===== config.mk =====
export PLATFORM = sky130hd
export DESIGN_NAME = nmea_rmc_parser
export DESIGN_NICKNAME = d
export VERILOG_FILES = /design/src/rtl/nmea_rmc_parser.sv
export SDC_FILE = /design/constraint.sdc
export NUM_CORES = 1
export LEC_CHECK = 0
export ABC_AREA = 1
export CELL_PAD_IN_SITES_DETAIL_PLACEMENT = 1
export CELL_PAD_IN_SITES_GLOBAL_PLACEMENT = 1
export CORE_AREA = 2 2 139 141
export DETAILED_ROUTE_END_ITERATION = 10
export DIE_AREA = 0 0 141 143
export GPL_TIMING_DRIVEN = 1
export PLACE_DENSITY_LB_ADDON = 0.05
export SLEW_MARGIN = 20
export SYNTH_ARGS = -nofsm -noshare
export SYNTH_HDL_FRONTEND = slang
export SYNTH_SLANG_ARGS = --single-unit

===== constraint.sdc =====
create_clock -name clk -period 3.8 [get_ports clk]
set_clock_uncertainty 0.1 [all_clocks]
set_input_delay 0.76 -clock clk [delete_from_list [all_inputs] [get_ports clk]]
set_output_delay 0.76 -clock clk [all_outputs]
set_load 0.01 [all_outputs]

===== src/rtl/nmea_rmc_parser.sv =====
// NMEA 0183 RMC sentence parser: publishes checksum-validated UTC time, date and
// fix status as BCD, and mirrors every field character into the terminal RAM.
module nmea_rmc_parser #(
    parameter int MAX_LEN = 82
) (
    input  logic        clk,
    input  logic        rst_n,
    // rx_byte is meaningful only in a cycle with rx_valid high. There is no
    // back-pressure: every strobed byte is consumed in the cycle it is strobed.
    input  logic [7:0]  rx_byte,
    input  logic        rx_valid,
    output logic [23:0] time_bcd,
    output logic [23:0] date_bcd,
    output logic        fix_ok,
    output logic        upd,
    output logic [7:0]  cksum_err_cnt,
    output logic        wr_en,
    output logic [9:0]  wr_addr,
    output logic [7:0]  wr_data,
    output logic [2:0]  dbg_state
);
    typedef enum logic [2:0] {
        IDLE  = 3'd0,
        HDR   = 3'd1,
        FIELD = 3'd2,
        CK_HI = 3'd3,
        CK_LO = 3'd4
    } state_t;

    localparam logic [7:0]  CH_DOLLAR = 8'h24;
    localparam logic [7:0]  CH_COMMA  = 8'h2C;
    localparam logic [7:0]  CH_STAR   = 8'h2A;
    localparam logic [7:0]  CH_A      = 8'h41;
    localparam logic [23:0] HDR_RMC   = 24'h524D43;
    localparam logic [6:0]  LAST_CNT  = 7'(MAX_LEN - 1);

    state_t      state;
    logic [7:0]  acc;
    logic [6:0]  byte_cnt;
    logic [23:0] hdr_tail;   // only the last three header bytes decide RMC
    logic [4:0]  field_idx;
    logic [4:0]  char_idx;
    logic [3:0]  ck_hi;
    logic [23:0] time_sh;
    logic [23:0] date_sh;
    logic        fix_sh;
    logic        sent_err;

    logic        is_digit;
    logic        is_hex;
    logic [3:0]  hex_nib;
    logic        cap_pos;
    logic        short_field;

    always_comb begin
        is_digit = (rx_byte >= 8'h30) && (rx_byte <= 8'h39);
        is_hex   = is_digit;
        hex_nib  = rx_byte[3:0];
        if (((rx_byte >= 8'h41) && (rx_byte <= 8'h46)) ||
            ((rx_byte >= 8'h61) && (rx_byte <= 8'h66))) begin
            is_hex  = 1'b1;
            hex_nib = rx_byte[3:0] + 4'd9;
        end
        cap_pos     = (char_idx < 5'd6);
        short_field = ((field_idx == 5'd1) || (field_idx == 5'd9)) && cap_pos;
    end

    assign dbg_state = state;

    always_ff @(posedge clk) begin
        if (!rst_n) begin
            state         <= IDLE;
            acc           <= 8'h00;
            byte_cnt      <= 7'd0;
            hdr_tail      <= 24'h0;
            field_idx     <= 5'd0;
            char_idx      <= 5'd0;
            ck_hi         <= 4'h0;
            time_sh       <= 24'h0;
            date_sh       <= 24'h0;
            fix_sh        <= 1'b0;
            sent_err      <= 1'b0;
            time_bcd      <= 24'h0;
            date_bcd      <= 24'h0;
            fix_ok        <= 1'b0;
            upd           <= 1'b0;
            cksum_err_cnt <= 8'h00;
            wr_en         <= 1'b0;
            wr_addr       <= 10'h000;
            wr_data       <= 8'h00;
        end else begin
            upd   <= 1'b0;
            wr_en <= 1'b0;
            if (rx_valid) begin
                if (rx_byte == CH_DOLLAR) begin
                    state    <= HDR;
                    acc      <= 8'h00;
                    byte_cnt <= 7'd1;
                    hdr_tail <= 24'h0;
                    fix_sh   <= 1'b0;
                    sent_err <= 1'b0;
                end else if ((state != IDLE) && (state != CK_LO) && (byte_cnt >= LAST_CNT)) begin
                    // this byte would be the last allowed one and cannot finish the sentence
                    state <= IDLE;
                end else begin
                    case (state)
                        IDLE: ;
                        HDR: begin
                            byte_cnt <= byte_cnt + 7'd1;
                            acc      <= acc ^ rx_byte;
                            hdr_tail <= {hdr_tail[15:0], rx_byte};
                            if (rx_byte == CH_COMMA) begin
                                if (hdr_tail == HDR_RMC) begin
                                    field_idx <= 5'd1;
                                    char_idx  <= 5'd0;
                                    state     <= FIELD;
                                end else begin
                                    state <= IDLE;
                                end
                            end
                        end
                        FIELD: begin
                            byte_cnt <= byte_cnt + 7'd1;
                            if (rx_byte == CH_STAR) begin
                                // ending before field 9 is complete means no valid date
                                if ((field_idx < 5'd9) || ((field_idx == 5'd9) && cap_pos))
                                    sent_err <= 1'b1;
                                state <= CK_HI;
                            end else if (rx_byte == CH_COMMA) begin
                                acc <= acc ^ rx_byte;
                                if (short_field)
                                    sent_err <= 1'b1;
                                field_idx <= (field_idx == 5'd31) ? 5'd31 : field_idx + 5'd1;
                                char_idx  <= 5'd0;
                            end else begin
                                acc     <= acc ^ rx_byte;
                                wr_en   <= 1'b1;
                                wr_addr <= {field_idx, char_idx};
                                wr_data <= rx_byte;
                                char_idx <= (char_idx == 5'd31) ? 5'd31 : char_idx + 5'd1;
                                if ((field_idx == 5'd1) && cap_pos) begin
                                    time_sh <= {time_sh[19:0], rx_byte[3:0]};
                                    if (!is_digit)
                                        sent_err <= 1'b1;
                                end
                                if ((field_idx == 5'd9) && cap_pos) begin
                                    date_sh <= {date_sh[19:0], rx_byte[3:0]};
                                    if (!is_digit)
                                        sent_err <= 1'b1;
                                end
                                if ((field_idx == 5'd2) && (char_idx == 5'd0))
                                    fix_sh <= (rx_byte == CH_A);
                            end
                        end
                        CK_HI: begin
                            byte_cnt <= byte_cnt + 7'd1;
                            ck_hi    <= hex_nib;
                            state    <= is_hex ? CK_LO : IDLE;
                        end
                        CK_LO: begin
                            byte_cnt <= byte_cnt + 7'd1;
                            state    <= IDLE;
                            if (is_hex) begin
                                if ({ck_hi, hex_nib} == acc) begin
                                    if (!sent_err) begin
                                        time_bcd <= time_sh;
                                        date_bcd <= date_sh;
                                        fix_ok   <= fix_sh;
                                        upd      <= 1'b1;
                                    end
                                end else if (cksum_err_cnt != 8'hFF) begin
                                    cksum_err_cnt <= cksum_err_cnt + 8'h01;
                                end
                            end
                        end
                        default: state <= IDLE;
                    endcase
                end
            end
        end
    end
endmodule

==> results.yml, run 1 <==
status:
  outcome: "completed"
synth:
  synth_top_area_cell: "dfxtp_1"
  synth-edff-count: 0
  ys_async_sr_fraction_pct: 0
  yosys_warnings: 0
  syn_avg_cell_area_sq_um: 7.23
  syn_inst: 1111
  syn_nets: 1134
  yosysTopAreaCellShare_pct: 45.6
  synth-seq-cells: 183
  synth_common_cells: "196 x nand2_1, 183 x dfxtp_1, 176 x nor2_1, 121 x inv_1, 119 x a21oi_1"
  synth.area.top_cells: "dfxtp_1 46%, nand2_1 9.2%, nor2_1 8.2%, a21oi_1 7.4%, inv_1 5.7%"
  ys_types: 39
  netlist_area_sq_mm: 0.00803
  yosysSeqAreaShare_pct: 45.6
  synthMostInstantiatedCell: "nand2_1"
  synth_ff_type: "dfxtp_1"
global_route:
  antenna_found_initial: 0
  grt_max_degree: 100
  track_usage_pct: 22.7
  grt_pass1_vias: 7432
  grt_pass1_wl_um: 36900
  grt_overflow: 0
pwr:
  power_density_mw_per_mm2: 447
  ir_drop_mv: 0.312
  power_switching_share_pct: 28.0
  p_comb_share_pct: 12.7
  clockPowerShare_pct: 39.7
  p_leak_uw: 0.00410
  p_switching_uw: 1230
  internal_power_uw: 3150
  share_seq_of_total_power_pct: 47.5
clock_network:
  htreeDepth: 4
  cts_resized: 0
  ctsHoldBuffers: 0
  path_clk_slew_ns: 0.07
  tritoncts: "built"
  clockRootBuffer: "clkbuf_16"
  clk_latency_ns: 0.44
  clock_sinks: 183
  cts_max_path_buffers: 2
  postCtsSetupBuffers: 0
  cts_buffers: 17
cells_and_area:
  nets: 1218
  area_growth_pct: 21.9
  drive_gt1_share_pct: 7.71
  antenna_cells: 0
  fill_cells: 2329
  stdcell_count: 1441
route:
  wl_per_cell_um: 15.5
  vias: 7485
  routed_wl_um: 22400
  first_pass_iters: 4
  drcViolationCount: 0
  via_per_inst: 5.19
  ant_nets: 0
  initialDrtViolationCount: 415
timing:
  worst_pin_slew_ns: 1.01
  slew_viol_final: 0
  fmax_ghz: 0.308
  slew_headroom_pct: 32.8
  min_period_over_period_pct: 85.5
  period_needed_ns: 3.25
  fin_tns_setup_ns: 0
  setup_viol: 0
  rsz0062_at_grt: "no"
  hold_viol: 0
floorplanning:
  die_y_um: 143
  fp.dieW_um: 141
  num_io_pins: 91
  start_util_pct: 43.2
  rows: 50
  die-area_sq_mm: 0.0202
  core_area_sq_mm: 0.0186
critical_path:
  crit_type: "input port to register"
  path_cells: "clkdlybuf4s50_1 -> inv_1 -> ha_1 -> inv_1 -> nor3_2 -> nand2_2 -> nand2_1 -> buf_4 -> inv_1 -> nand3_1 -> nor2_2 -> o21ai_0 -> a21oi_1"
  endpoint_kind: "register"
  crit_family: "simple AND/OR/NAND/NOR gates"
  critPathMaxStageDelay_ns: 0.79
  crit_arrival_ns: 3.51
  cp.required_ns: 4.06
  path_buf_inv: 5
  start_kind: "input port"
  crit_slowest_cell: "nor2_2"
  critPathMaxFanout: 28
  crit_top_cell: "inv_1"
place:
  dpl.hpwl_um: 15200
  place_inst: 1409
  gp_congestion: 0.859
  io_buffers: 90
worst_hold_path:
  hp-class: "register to register"
run:
  maxCapViolCount: 0
## worst reg2reg max path, stage by stage (launching register included)
cell	delay (ns)
dfxtp_1	0.35
inv_1	0.08
ha_1	0.18
nor2_1	0.08
nand3_1	0.08
nand2_1	0.07
nand2_1	0.08
nand3_1	0.24
nand2_1	0.17
buf_4	0.18
inv_1	0.06
nand3_1	0.13
nor2_2	0.79
o21ai_0	0.25
a21oi_1	0.16
## final cells by class
class | instances | area [sq um] | area share, %
clock buffers | 17 | 425 | 4.35
well taps | 234 | 293 | 2.99
repair buffers | 118 | 1140 | 11.7
clock inverters | 14 | 145 | 1.48
multi-input cells | 749 | 3640 | 37.2
flip-flops and latches | 183 | 3660 | 37.4
inverters | 126 | 478 | 4.88
## per-layer routing
| layer | track usage, % | routed length [um] |
|---|---|---|
| met1 | 30.4 | 10900 |
| met2 | 37.4 | 10400 |
| met3 | 3.92 | 663 |
| met4 | 7.16 | 395 |
| met5 | 0 | 0 |
## path summary, 6_finish.rpt
| kind | startpoint | endpoint | slack, ns | cells after the start |
|---|---|---|---|---|
| max | rx_byte[1] | date_sh[22] | 0.55 | 13 |
| min | hdr_tail[19] | hdr_tail[19] | 0.37 | 2 |
| max reg2reg | byte_cnt[1] | date_sh[22] | 0.74 | 14 |
| min reg2reg | hdr_tail[19] | hdr_tail[19] | 0.37 | 2 |
## state kept, by name, indices dropped and copies added (netlist names), 3 cells and up
| signal | flops |
|---|---|
| date_bcd | 24 |
| date_sh | 24 |
| hdr_tail | 24 |
| time_bcd | 24 |
| time_sh | 24 |
| wr_addr | 10 |
| acc | 8 |
| cksum_err_cnt | 8 |
| wr_data | 8 |
| byte_cnt | 7 |
| char_idx | 5 |
| field_idx | 5 |
| ck_hi | 4 |
| dbg_state | 3 |
## power by group through the flow
stage	combinational [uW]	sequential, uW	clock [uW]
detailed placement	548	2120	0
finish	556	2080	1740
CTS	555	2080	1770
global placement	540	2120	0
global route	615	2090	1850
floorplan	306	2130	0
## cell usage in the layout, fill, tap and decap left out, drive strengths merged
cell / count
o21ai: 93
clkinv: 6
or2: 3
clkbuf: 17
bufinv: 1
nor3b: 2
o31ai: 2
nor3: 20
nor4: 1
a31oi: 3
nand3b: 1
xnor2: 3
nand3: 44
dfxtp: 183
o211ai: 1
nand2: 200
clkinvlp: 3
buf: 29
nor2: 189
nand4: 38
a211oi: 9
xor2: 8
a21oi: 119
clkdlybuf4s50: 89
and2: 1
ha: 12
inv: 130
## logic make-up (layout without fill, tap and decap cells)
group | after synthesis | count (layout) | synth area share, %
buf+inv | 179 | 275 | 9.01
flops | 183 | 183 | 45.6
xor+xnor | 11 | 11 | 1.20
compound gates | 227 | 227 | 14.6
simple gates | 499 | 499 | 27.7
fa+ha+maj | 12 | 12 | 1.87
## through the flow
stage | hold WS, ns | util (%) | area (sq um) | setup WS [ns] | total power, uW
after floorplan | 0.337 | - | 8030 | 1.29 | 2430
after global placement | 0.351 | 49.5 | 9200 | 0.0540 | 2660
after detailed placement | 0.359 | 49.5 | 9200 | 0.0449 | 2670
after CTS | 0.371 | 52.6 | 9770 | 0.460 | 4410
after global routing | 0.396 | 52.7 | 9790 | 0.286 | 4560
final | 0.368 | 52.7 | 9790 | 0.551 | 4380
Note: power is estimated with default switching activity, not from simulation.
==> inputs of run 2 (changes only) <==
--- a/config.mk
+++ b/config.mk
@@ -8,9 +8,11 @@
 export ABC_AREA = 1
 export CELL_PAD_IN_SITES_DETAIL_PLACEMENT = 1
 export CELL_PAD_IN_SITES_GLOBAL_PLACEMENT = 1
-export CORE_AREA = 2 2 139 141
+export CORE_AREA = 2 2 137 139
+export CTS_BUF_LIST = sky130_fd_sc_hd__clkbuf_8
+export CTS_CLUSTER_SIZE = 8
 export DETAILED_ROUTE_END_ITERATION = 10
-export DIE_AREA = 0 0 141 143
+export DIE_AREA = 0 0 139 141
 export GPL_TIMING_DRIVEN = 1
 export PLACE_DENSITY_LB_ADDON = 0.05
 export SLEW_MARGIN = 20
==> run 2 against run 1 <==
  * Register-to-register slack improved by 0.09 ns
  * Critical path depth unchanged
  * Sequential share of layout area rose by 0.36 points
  * Cell area decreased by 0.95%
  * Sequential power barely moved
  * Core utilization increased by 0.40 points
  * Sequential cell count unchanged
  * First-iteration DRC count shrank 14%
  * Hold slack got worse by 0.0010 ns
  * Combinational power hardly changed
==> results.yml, run 2 (synthesis gave the netlist of run 1 again) <==
critical_path:
  r2r_start: "byte_cnt[1]"
  r2r_slack_ns: 0.83
  crit_type: "input port to register"
  start_kind: "input port"
  crit_arrival_ns: 3.53
  reg2reg_to: "date_sh[0]"
  ff2ff_path_depth: 14
  endpoint_kind: "register"
  critPathMaxFanout: 28
  cp.required_ns: 4.09
floorplanning:
  start_util_pct: 43.9
  num_io_pins: 91
  rows: 50
  fp.dieW_um: 139
  die-area_sq_mm: 0.0196
  die_y_um: 141
  core_area_sq_mm: 0.0183
timing:
  fmax_ghz: 0.309
  slew_headroom_pct: 31.5
  period_needed_ns: 3.24
  timing.final.ws_setup_ns: 0.562
  setup_viol: 0
  slew_viol_final: 0
  worst_pin_slew_ns: 1.03
  timing.hold.ws_ns: 0.367
  rsz0062_at_grt: "no"
  min_period_over_period_pct: 85.2
  hold_viol: 0
route:
  vias: 7422
  initialDrtViolationCount: 358
  drcViolationCount: 0
  routed_wl_um: 22000
  ant_nets: 0
  via_per_inst: 5.13
  first_pass_iters: 4
  wl_per_cell_um: 15.2
clock_network:
  cts_resized: 0
  clk_latency_ns: 0.46
  clockRootBuffer: "clkbuf_8"
  tritoncts: "built"
  ctsHoldBuffers: 0
  postCtsSetupBuffers: 0
  clock_sinks: 183
  cts_max_path_buffers: 2
  htreeDepth: 4
  path_clk_slew_ns: 0.10
  cts_buffers: 17
place:
  place_area_sq_mm: 0.00925
  io_buffers: 90
  gp_congestion: 0.875
  dpl.hpwl_um: 15300
  place_inst: 1414
  post-place-ws_ns: 0.129
cells_and_area:
  design_area_sq_mm: 0.00969
  layout_commonest_cell: "nand2_1"
  area_growth_pct: 20.8
  drive_gt1_share_pct: 8.17
  mostFrequentLayoutCells: "196 x nand2_1, 183 x dfxtp_1, 175 x nor2_1, 121 x inv_1, 119 x a21oi_1"
  antenna_cells: 0
  stdcell_count: 1446
  nets: 1222
run:
  maxCapViolCount: 0
global_route:
  grt_overflow: 0
  grt_max_degree: 100
  grt_pass1_wl_um: 36700
  grt_pass1_vias: 7502
  antenna_found_initial: 0
  track_usage_pct: 22.5
pwr:
  power_density_mw_per_mm2: 424
  power.total_uw: 4110
  ir_drop_mv: 0.225
  p_leak_uw: 0.00406
worst_hold_path:
  hold_depth: 2
  hp-class: "register to register"
  min_to: "hdr_tail[23]"
  hp-start: "hdr_tail[23]"
status:
  outcome: "completed"
[run 2: cell count changes in the layout (fill, tap and decap cells not counted)]
cell       previous run  this run
inv_6                 3         5
bufinv_16             1         4
clkinv_4              2         1
clkbuf_8              0        17
clkinv_2              2         1
clkinv_8              1         0
nor2_2               11        12
inv_8                 2         1
nor2_1              176       175
clkbuf_16            17         0
buf_4                26        30
[run 2: layer usage]
layer	share of wire [%]	global-route usage, %
met3	2.5	3.40
met2	49	38.6
met1	48	30.0
met4	0.91	5.16
met5	0	0
[run 2: power by group]
part           switching [uW]  internal [uW]  total (uW)  leakage [uW]
sequential               68.1           2010        2080       0.00148
clock                     741            731        1470      0.000216
combinational             334            222         557       0.00237
total                    1140           2960        4110       0.00406
[run 2: cell type report]
class                   instances  area (sq um)
repair buffers                122          1170
inverters                     126           478
flip-flops and latches        183          3660
well taps                     234           293
multi-input cells             749          3640
clock inverters                15           211
fillers                      2341          8570
clock buffers                  17           234
[run 2: worst max-delay path: stages]
cell and delay [ns]:
clkdlybuf4s50_1 0.53, inv_1 0.11, ha_1 0.25, inv_1 0.11, nor3_2 0.05, nand2_2 0.09
nand2_1 0.10, buf_4 0.17, inv_1 0.07, nand3_1 0.12, nor2_2 0.80, o21ai_0 0.21
a21oi_1 0.16
[run 2: per-stage QoR]
stage | util [%] | TNS, ns
2_1_floorplan | - | 0
3_3_place_gp | 50.5 | -0.0705
3_5_place_dp | 50.6 | 0
4_1_cts | 53.1 | 0
5_1_grt | 53.1 | 0
6_report | 53.1 | 0
[run 2: how the worst max path moves through the flow]
| stage | start | end | slack (ns) | depth (start not counted) |
|---|---|---|---|---|
| 2_1_floorplan | rx_byte[1] | time_bcd[3] | 1.29 | 16 |
| 3_3_place_gp | rx_byte[0] | time_sh[21] | -0.01 | 11 |
| 3_5_place_dp | rx_byte[0] | date_sh[20] | 0.13 | 13 |
| 4_1_cts | rx_byte[0] | date_sh[0] | 0.57 | 13 |
| 5_1_grt | rx_byte[0] | date_sh[21] | 0.32 | 13 |
| 6_report | rx_byte[0] | date_sh[0] | 0.56 | 13 |
